==> src/rtl/char_select_ctrl.sv <==
// Character-select menu controller.
// Moves two player cursors over the roster from edge-detected key levels,
// handles lock-in / unlock, runs the pre-match countdown on frame ticks and
// pulses match_start when the countdown expires.
//
// state     | meaning
// ----------+-----------------------------------------------------------
// S_IDLE    | not in the select screen; cursors kept, locks clear
// S_SELECT  | players move cursors and lock in independently
// S_COUNT   | both locked; countdown decrements on each frame_tick
// S_DONE    | selection final; char nums and locks held for the match
module char_select_ctrl #(
  parameter int NUM_CHARS        = 4,
  parameter int COUNTDOWN_FRAMES = 180
) (
  input  logic       Clk,
  input  logic       Reset,
  input  logic       frame_tick,
  input  logic       menu_enable,
  input  logic       p1_left,
  input  logic       p1_right,
  input  logic       p1_confirm,
  input  logic       p1_cancel,
  input  logic       p2_left,
  input  logic       p2_right,
  input  logic       p2_confirm,
  input  logic       p2_cancel,
  output logic [3:0] Player_One_Char_Num,
  output logic [3:0] Player_Two_Char_Num,
  output logic       p1_locked,
  output logic       p2_locked,
  output logic [7:0] countdown,
  output logic [1:0] select_state,
  output logic       match_start
);

  localparam logic [3:0] LAST_CHAR = 4'(NUM_CHARS - 1);
  localparam logic [7:0] CD_LOAD   = 8'(COUNTDOWN_FRAMES);

  typedef enum logic [1:0] {
    S_IDLE   = 2'b00,
    S_SELECT = 2'b01,
    S_COUNT  = 2'b10,
    S_DONE   = 2'b11
  } state_t;

  // Key bundle layout: {left, right, confirm, cancel}
  logic [3:0] k1_q, k1_prev_q, k2_q, k2_prev_q;
  logic [3:0] e1, e2;

  state_t     state_q, state_d;
  logic [3:0] n1_q, n1_d, n2_q, n2_d;
  logic       l1_q, l1_d, l2_q, l2_d;
  logic [7:0] cd_q, cd_d;
  logic       ms_q, ms_d;
  logic [4:0] p1_nxt, p2_nxt;
  logic       c1, c2;

  // Per-player SELECT behaviour: returns {locked, num}.
  // A confirm edge blocks any move in the same cycle; confirm together with
  // cancel leaves the lock unchanged.
  function automatic logic [4:0] player_next(input logic [3:0] num,
                                             input logic       locked,
                                             input logic [3:0] e);
    logic [3:0] n;
    logic       l;
    n = num;
    l = locked;
    if (!locked) begin
      if (e[1] && !e[0]) begin
        l = 1'b1;
      end else if (!e[1] && e[2] && !e[3]) begin
        n = (num == LAST_CHAR) ? 4'd0 : num + 4'd1;
      end else if (!e[1] && e[3] && !e[2]) begin
        n = (num == 4'd0) ? LAST_CHAR : num - 4'd1;
      end
    end else if (e[0] && !e[1]) begin
      l = 1'b0;
    end
    return {l, n};
  endfunction

  // Register key levels and their previous values for rising-edge detection
  always_ff @(posedge Clk or posedge Reset) begin
    if (Reset) begin
      k1_q      <= 4'd0;
      k1_prev_q <= 4'd0;
      k2_q      <= 4'd0;
      k2_prev_q <= 4'd0;
    end else begin
      k1_q      <= {p1_left, p1_right, p1_confirm, p1_cancel};
      k1_prev_q <= k1_q;
      k2_q      <= {p2_left, p2_right, p2_confirm, p2_cancel};
      k2_prev_q <= k2_q;
    end
  end

  assign e1     = k1_q & ~k1_prev_q;
  assign e2     = k2_q & ~k2_prev_q;
  assign p1_nxt = player_next(n1_q, l1_q, e1);
  assign p2_nxt = player_next(n2_q, l2_q, e2);
  assign c1     = l1_q && e1[0] && !e1[1];
  assign c2     = l2_q && e2[0] && !e2[1];

  // State, cursor, lock, countdown and pulse registers
  always_ff @(posedge Clk or posedge Reset) begin
    if (Reset) begin
      state_q <= S_IDLE;
      n1_q    <= 4'd0;
      n2_q    <= LAST_CHAR;
      l1_q    <= 1'b0;
      l2_q    <= 1'b0;
      cd_q    <= 8'd0;
      ms_q    <= 1'b0;
    end else begin
      state_q <= state_d;
      n1_q    <= n1_d;
      n2_q    <= n2_d;
      l1_q    <= l1_d;
      l2_q    <= l2_d;
      cd_q    <= cd_d;
      ms_q    <= ms_d;
    end
  end

  // Next-state and datapath updates for the select flow
  always_comb begin
    state_d = state_q;
    n1_d    = n1_q;
    n2_d    = n2_q;
    l1_d    = l1_q;
    l2_d    = l2_q;
    cd_d    = cd_q;
    ms_d    = 1'b0;
    case (state_q)
      S_IDLE: begin
        if (menu_enable) begin
          state_d = S_SELECT;
          l1_d    = 1'b0;
          l2_d    = 1'b0;
        end
      end
      S_SELECT: begin
        if (!menu_enable) begin
          state_d = S_IDLE;
          l1_d    = 1'b0;
          l2_d    = 1'b0;
          cd_d    = 8'd0;
        end else begin
          {l1_d, n1_d} = p1_nxt;
          {l2_d, n2_d} = p2_nxt;
          if (l1_d && l2_d) begin
            state_d = S_COUNT;
            cd_d    = CD_LOAD;
          end
        end
      end
      S_COUNT: begin
        if (!menu_enable) begin
          state_d = S_IDLE;
          l1_d    = 1'b0;
          l2_d    = 1'b0;
          cd_d    = 8'd0;
        end else if (c1 || c2) begin
          // A cancel beats a coincident final tick
          state_d = S_SELECT;
          l1_d    = l1_q && !c1;
          l2_d    = l2_q && !c2;
          cd_d    = 8'd0;
        end else if (frame_tick) begin
          if (cd_q == 8'd1) begin
            state_d = S_DONE;
            cd_d    = 8'd0;
            ms_d    = 1'b1;
          end else begin
            cd_d = cd_q - 8'd1;
          end
        end
      end
      S_DONE: begin
        if (!menu_enable) begin
          state_d = S_IDLE;
          l1_d    = 1'b0;
          l2_d    = 1'b0;
        end
      end
      default: state_d = S_IDLE;
    endcase
  end

  assign Player_One_Char_Num = n1_q;
  assign Player_Two_Char_Num = n2_q;
  assign p1_locked           = l1_q;
  assign p2_locked           = l2_q;
  assign countdown           = cd_q;
  assign select_state        = state_q;
  assign match_start         = ms_q;

endmodule

==> config.mk <==
export PLATFORM = sky130hd
export DESIGN_NAME = char_select_ctrl
export DESIGN_NICKNAME = d
export VERILOG_FILES = /design/src/rtl/char_select_ctrl.sv
export SDC_FILE = /design/constraint.sdc
export NUM_CORES = 1
export LEC_CHECK = 0
export BUFFER_PORTS_ARGS = -buffer_cell sky130_fd_sc_hd__clkbuf_2
export CORE_UTILIZATION = 35
export DETAILED_ROUTE_END_ITERATION = 8
export GPL_TIMING_DRIVEN = 0
export PLACE_DENSITY = 0.6
export SLEW_MARGIN = 20
export SYNTH_ARGS = -nofsm -noshare
export SYNTH_HDL_FRONTEND = slang
export SYNTH_SLANG_ARGS = --single-unit
==> constraint.sdc <==
create_clock -name Clk -period 1.81 [get_ports Clk]
set_input_delay 0.181 -clock Clk [delete_from_list [all_inputs] [get_ports Clk]]
set_output_delay 0.181 -clock Clk [all_outputs]
set_load 0.005 [all_outputs]
==> results.sh, run 1 <==
export IMPL_setup_slack_ns=-0.06273
export IMPL_reg2regPathDepth=6
export IMPL_max_cap_violations=0
export IMPL_pin_count=33
export IMPL_fin_cells=322
export IMPL_vias_per_cell=5.137
export IMPL_yosys_cell_count_top_type="dfrtp_1"
export IMPL_ys_seq_area_frac=0.4664
export IMPL_hp_start="p1_confirm"
export IMPL_synth_cell_types=52
export IMPL_fin_worst_skew_ns=0.001765
export IMPL_r2r_setup_slack_ns=-0.06
export IMPL_clock_sinks=37
export IMPL_finalHoldViolCount=0
export IMPL_area_growth_pct=34.00
export IMPL_hold_path_class="in2reg"
export IMPL_synthCells=193
export IMPL_max_freq_mhz=534.0
export IMPL_root_buffer="clkbuf_8"
export IMPL_syn_area_per_cell_um2=10.31
export IMPL_required_ns=1.98
export IMPL_drc_errors=0
export IMPL_grt_max_degree=21
export IMPL_path_clk_slew_ns=0.07
export IMPL_setup_viol=2
export IMPL_crit_path_end_kind="flip-flop"
export IMPL_clock_latency_ns=0.28
export IMPL_netlist_area_leader_share=0.4400
export IMPL_gp_congestion=0.8132
export IMPL_cts_tree="done"
export IMPL_die_area_mm2=0.005993
export IMPL_holdPathEnd="k1_q[1]"
export IMPL_drt_pass1_iter_count=4
export IMPL_grt_pass1_wl_um=7224
export IMPL_synthesis_nets=216
export IMPL_fillers=510
export IMPL_fin_crit_ns=1.873
export IMPL_post_drt_wl_per_cell_um=13.21
export IMPL_ys_flop_type="dfrtp_1"
export IMPL_numPlacedInstances=298
export IMPL_syn_area_mm2=0.001991
export IMPL_violations="negative setup slack"
export IMPL_p_leak_nw=1.235
export IMPL_clock_path_buffers=2
export IMPL_worst_slew_pin_transition_ns=0.4162
export IMPL_synthTopCellsByArea="dfrtp_1, ha_1, inv_1"
export IMPL_antenna_found_initial=0
export IMPL_grt_usage=0.1498
export IMPL_ys_warn_count=0
export IMPL_vdd_drop_max_uv=486.7
export IMPL_post_route_period_util=1.035
export IMPL_dp_hpwl_um=2899
export IMPL_cp_start_kind="flip-flop"
export IMPL_crit_reg2reg_launch="k1_q[3]"
export IMPL_cp_slowest_cell="or4_4"
export IMPL_hold_depth=1
export IMPL_ys_ff_latch=37
export IMPL_layout_nets=272
export IMPL_crit_family="simple AND/OR/NAND/NOR gates"
export IMPL_worst_path_max_fanout=7
export IMPL_antenna_cells=0
export IMPL_grt_overflow=0
export IMPL_slew_limit_headroom=0.7205
export IMPL_synth_edff_count=0
export IMPL_drt_iter0_drc=48
export IMPL_worstPathCellList="and2b_2 -> xnor2_1 -> or4_4 -> buf_8 -> nor2_4 -> mux2_4"
export IMPL_critPathMaxStageDelay_ns=0.51
export IMPL_numCtsBuffers=5
export IMPL_slew_violations=0
export IMPL_final_antenna_net_count=0
export IMPL_initial_utilization=0.3615
export IMPL_totalWireLength_um=4255
export IMPL_vias=1654
export IMPL_r2r_end="Player_One_Char_Num[2]"
export IMPL_die_w_um=77.42
export IMPL_io_buffers=32
export IMPL_critPathBufInv=1
export IMPL_synth_largest_area_cell="dfrtp_1"
export IMPL_coreArea_mm2=0.005507
export IMPL_dieHeight_um=77.42
export IMPL_dp_slack_ns=-0.2968
export IMPL_drive_gt1_frac=0.3680
export IMPL_powerDensity_mw_per_mm2=1338
export IMPL_async_reset_ff_frac=1.000
export IMPL_rows=27
export IMPL_htreeDepth=2
export IMPL_rsz0062_at_grt="yes"
export IMPL_cp_arrival_ns=2.05
export IMPL_critPathKind="reg2reg"
export IMPL_status="finished with violations"
export IMPL_grt_pass1_vias=1549
export IMPL_synthTopCellsByCount="dfrtp_1, inv_1, nand2_1"
routing by layer:
layer | vias up | part of all wire | wire length, um | GRT usage
li1 | 821 | - | - | -
met1 | 795 | 0.49 | 2093 | 0.2054
met2 | 32 | 0.47 | 1986 | 0.2372
met3 | 6 | 0.031 | 134 | 0.03059
met4 | 0 | 0.0096 | 41 | 0.04528
met5 | - | 0 | 0 | 0
layout make-up:
class                   count  area, um^2  area share
inverters                  19       71.32     0.02674
clock inverters             2       10.01    0.003752
multi-input cells         132        1110      0.4160
flip-flops and latches     37       935.9      0.3508
clock buffers               6       72.57     0.02720
repair buffers             51       344.1      0.1290
plain buffers               3       33.78     0.01266
well taps                  72       90.09     0.03377
placed cells by master, fill, tap and decap left out, types with 3 or more instances in the layout:
cell            n
buf_4          11
dlygate4sd3_1   7
nor2b_1         4
nand2b_1        3
a211oi_1        3
o22ai_1         4
inv_1          16
a31oi_1         3
a21o_1          3
mux2i_1         6
dfrtp_2         6
nand2_1        12
o21ai_0        10
o31ai_1         4
clkbuf_8        5
ha_1            8
nor3_1          6
inv_2           3
dfrtp_1        29
a21oi_1         3
nor2_1          9
clkbuf_2       32
state kept, by name (all words and copies together) (netlist names):
name                 count
countdown                8
Player_One_Char_Num      4
Player_Two_Char_Num      4
k1_prev_q                4
k1_q                     4
k2_prev_q                4
k2_q                     4
select_state             2
match_start              1
p1_locked                1
p2_locked                1
worst max-delay path by stage:
stage / from / endpoint / slack [ns] / cells after the start
after CTS: k1_q[3] / Player_One_Char_Num[2] / -0.09 / 6
after global placement: countdown[2] / countdown[2] / -0.23 / 6
final: k1_q[3] / Player_One_Char_Num[2] / -0.06 / 6
after detailed placement: k2_q[1] / countdown[6] / -0.30 / 6
after floorplan: k2_q[3] / Player_Two_Char_Num[2] / -0.09 / 6
after global routing: k1_q[3] / Player_One_Char_Num[2] / -0.11 / 6
where the power goes:
part / switching, mW / internal, mW / total [mW]
combinational: 0.851 / 0.837 / 1.69
sequential: 0.283 / 1.04 / 1.32
clock: 0.293 / 0.267 / 0.560
kinds of logic (layout without fill, tap and decap cells):
| logic type | Yosys count | count (layout) | share of synthesized area |
|---|---|---|---|
| AOI/OAI and AO/OA | 49 | 49 | 0.1823 |
| DFF | 37 | 37 | 0.4664 |
| muxes | 7 | 7 | 0.03583 |
| buffers and inverters | 24 | 81 | 0.04714 |
| and+or+nand+nor | 61 | 61 | 0.1816 |
| xor gates and xnor gates | 4 | 4 | 0.01760 |
| adders and majority gates | 11 | 11 | 0.06914 |
metrics by stage:
stage | TNS (ns) | total power, mW | hold slack, ns | util | instance area (um^2)
final | -0.08180 | 3.570 | 0.01003 | 0.4844 | 2668
after global routing | -0.2468 | 3.872 | 0.004056 | 0.4844 | 2668
after floorplan | -0.08903 | 2.270 | 0.2124 | - | 2031
after global placement | -1.893 | 2.682 | 0.2900 | 0.4142 | 2281
after CTS | -0.2165 | 3.477 | 0.007579 | 0.4699 | 2587
after detailed placement | -2.153 | 2.714 | 0.1969 | 0.4192 | 2308
repair_timing:
action                                 in CTS  in global routing
setup endpoints to repair                  13                 16
hold buffers                                7                  0
buffers inserted                            7                  4
endpoints found under the hold margin      21                  0
resized for setup                          20                 22
pin swaps                                   7                  8
Note: power is estimated with default switching activity, not from simulation.
==> run 2: changes to the inputs <==
--- a/config.mk
+++ b/config.mk
@@ -8,8 +8,10 @@
 export BUFFER_PORTS_ARGS = -buffer_cell sky130_fd_sc_hd__clkbuf_2
 export CORE_UTILIZATION = 35
 export DETAILED_ROUTE_END_ITERATION = 8
+export GPL_ROUTABILITY_DRIVEN = 0
 export GPL_TIMING_DRIVEN = 0
 export PLACE_DENSITY = 0.6
+export RECOVER_POWER = 100
 export SLEW_MARGIN = 20
 export SYNTH_ARGS = -nofsm -noshare
 export SYNTH_HDL_FRONTEND = slang
==> results.sh, run 2 (same netlist as run 1, synthesis figures left out) <==
export IMPL_status="finished with violations"
export IMPL_violations="negative setup slack"
export IMPL_dp_hpwl_um=2899
export IMPL_p_leak_nw=1.227
export IMPL_critPathKind="reg2reg"
export IMPL_rsz0062_at_grt="yes"
export IMPL_top_usage_layer="met2"
export IMPL_timing_hold_ws_ns=0.009853
export IMPL_pin_count=33
export IMPL_multi_input_area_mm2=0.001110
export IMPL_grt_overflow=0
export IMPL_grt_pass1_wl_um=7224
export IMPL_use_met2=0.2372
export IMPL_hold_path_class="in2reg"
export IMPL_post_drt_wl_per_cell_um=13.20
export IMPL_setup_slack_ns=-0.06296
export IMPL_hp_start="p1_confirm"
export IMPL_rows=27
export IMPL_largest_reg_flops=8
export IMPL_area_growth_pct=32.43
export IMPL_critPathBufInv=1
export IMPL_drc_errors=0
export IMPL_setup_viol=2
export IMPL_vias_per_cell=5.137
export IMPL_worst_path_max_fanout=7
export IMPL_totalWireLength_um=4252
export IMPL_cp_arrival_ns=2.05
export IMPL_regArea_um2=929.6
export IMPL_slew_violations=0
export IMPL_total_power_mw=3.553
export IMPL_final_antenna_net_count=0
export IMPL_worst_slew_pin_transition_ns=0.6650
export IMPL_fin_crit_ns=1.873
export IMPL_met1_usage=0.2054
export IMPL_grt_usage=0.1498
export IMPL_critPathMaxStageDelay_ns=0.51
export IMPL_die_area_mm2=0.005993
export IMPL_antenna_found_initial=0
export IMPL_crit_family="simple AND/OR/NAND/NOR gates"
export IMPL_powerDensity_mw_per_mm2=1348
export IMPL_die_w_um=77.42
export IMPL_post_route_period_util=1.035
export IMPL_max_cap_violations=0
export IMPL_crit_start="k1_q[3]"
export IMPL_clock_path_buffers=2
export IMPL_fin_worst_skew_ns=0.001833
export IMPL_cp_start_kind="flip-flop"
export IMPL_grt_pass1_vias=1549
export IMPL_slew_limit_headroom=0.5562
export IMPL_clock_sinks=37
export IMPL_dieHeight_um=77.42
export IMPL_cts_tree="done"
export IMPL_crit_reg2reg_launch="k1_q[3]"
export IMPL_numCtsBuffers=5
export IMPL_fillers=518
export IMPL_drive_gt1_frac=0.3360
export IMPL_vias=1654
export IMPL_root_buffer="clkbuf_8"
export IMPL_drt_pass1_iter_count=4
export IMPL_grtUsageMet3=0.03059
export IMPL_cp_slowest_cell="or4_4"
export IMPL_drt_iter0_drc=53
export IMPL_mostFrequentLayoutCells="dfrtp_1, clkbuf_2, inv_1"
export IMPL_finalHoldViolCount=0
export IMPL_coreArea_mm2=0.005507
export IMPL_required_ns=1.98
export IMPL_io_buffers=32
export IMPL_max_freq_mhz=533.9
export IMPL_htreeDepth=2
export IMPL_path_clk_slew_ns=0.07
export IMPL_layout_nets=272
export IMPL_antenna_cells=0
export IMPL_vdd_drop_max_uv=485.7
export IMPL_utilization=0.4788
export IMPL_clock_latency_ns=0.28
export IMPL_worstPathCellList="and2b_2 -> xnor2_1 -> or4_4 -> buf_8 -> nor2_4 -> mux2_4"
export IMPL_final_common_cell="dfrtp_1"
export IMPL_initial_utilization=0.3615
export IMPL_crit_path_end_kind="flip-flop"
export IMPL_grt_max_degree=21
## run 2: changes by cell type in the layout (fill, tap and decap cells not counted), sizes merged
cell	delta
buf	-1
clkbuf	+1
## run 2: through the flow
step / instances / area [um^2] / setup slack [ns] / setup TNS (ns)
after floorplan: 193 / 2031 / -0.08903 / -0.08903
after global placement: 297 / 2281 / -0.2347 / -1.893
after detailed placement: 298 / 2308 / -0.2968 / -2.153
after CTS: 320 / 2587 / -0.09214 / -0.2165
after global routing: 322 / 2636 / -0.1102 / -0.4402
final: 322 / 2636 / -0.06296 / -0.07987
## run 2: final timing paths
check                                    endpoint  slack [ns]  depth (start not counted)
setup / recovery           Player_One_Char_Num[2]       -0.06                          6
hold / removal                            k1_q[1]        0.01                          1
setup reg to reg           Player_One_Char_Num[2]       -0.06                          6
hold reg to reg                      k1_prev_q[3]        0.37                          0
max in group asynchronous            countdown[2]        0.34                          4
min in group asynchronous  Player_One_Char_Num[0]        0.52                          3
## run 2: layout make-up
class	instances	area share
Buffer	3	0.01281
Clock buffer	6	0.02753
Clock inverter	2	0.003797
Inverter	19	0.02705
Multi-Input combinational cell	132	0.4210
Sequential cell	37	0.3526
Tap cell	72	0.03417
Timing Repair Buffer	51	0.1210
## run 2: report_power, final
| part | total [mW] | switching (mW) | leakage [nW] | internal (mW) |
|---|---|---|---|---|
| Clock | 0.560 | 0.293 | 0.0450 | 0.267 |
| Combinational | 1.68 | 0.848 | 0.727 | 0.830 |
| Sequential | 1.32 | 0.283 | 0.455 | 1.03 |
## run 2: what timing repair did
item                       in CTS  in global routing
setup buffers                   7                  4
setup endpoints to repair      13                 16
pin swaps                       7                  8
hold endpoints to repair       21                  0
resized for setup              20                 22
hold buffers                    7                  0
## run 2: layer usage
metal	up-vias	share of wire
met3	6	0.029
li1	821	-
met1	800	0.49
met5	-	0
met4	0	0.0096
met2	27	0.47
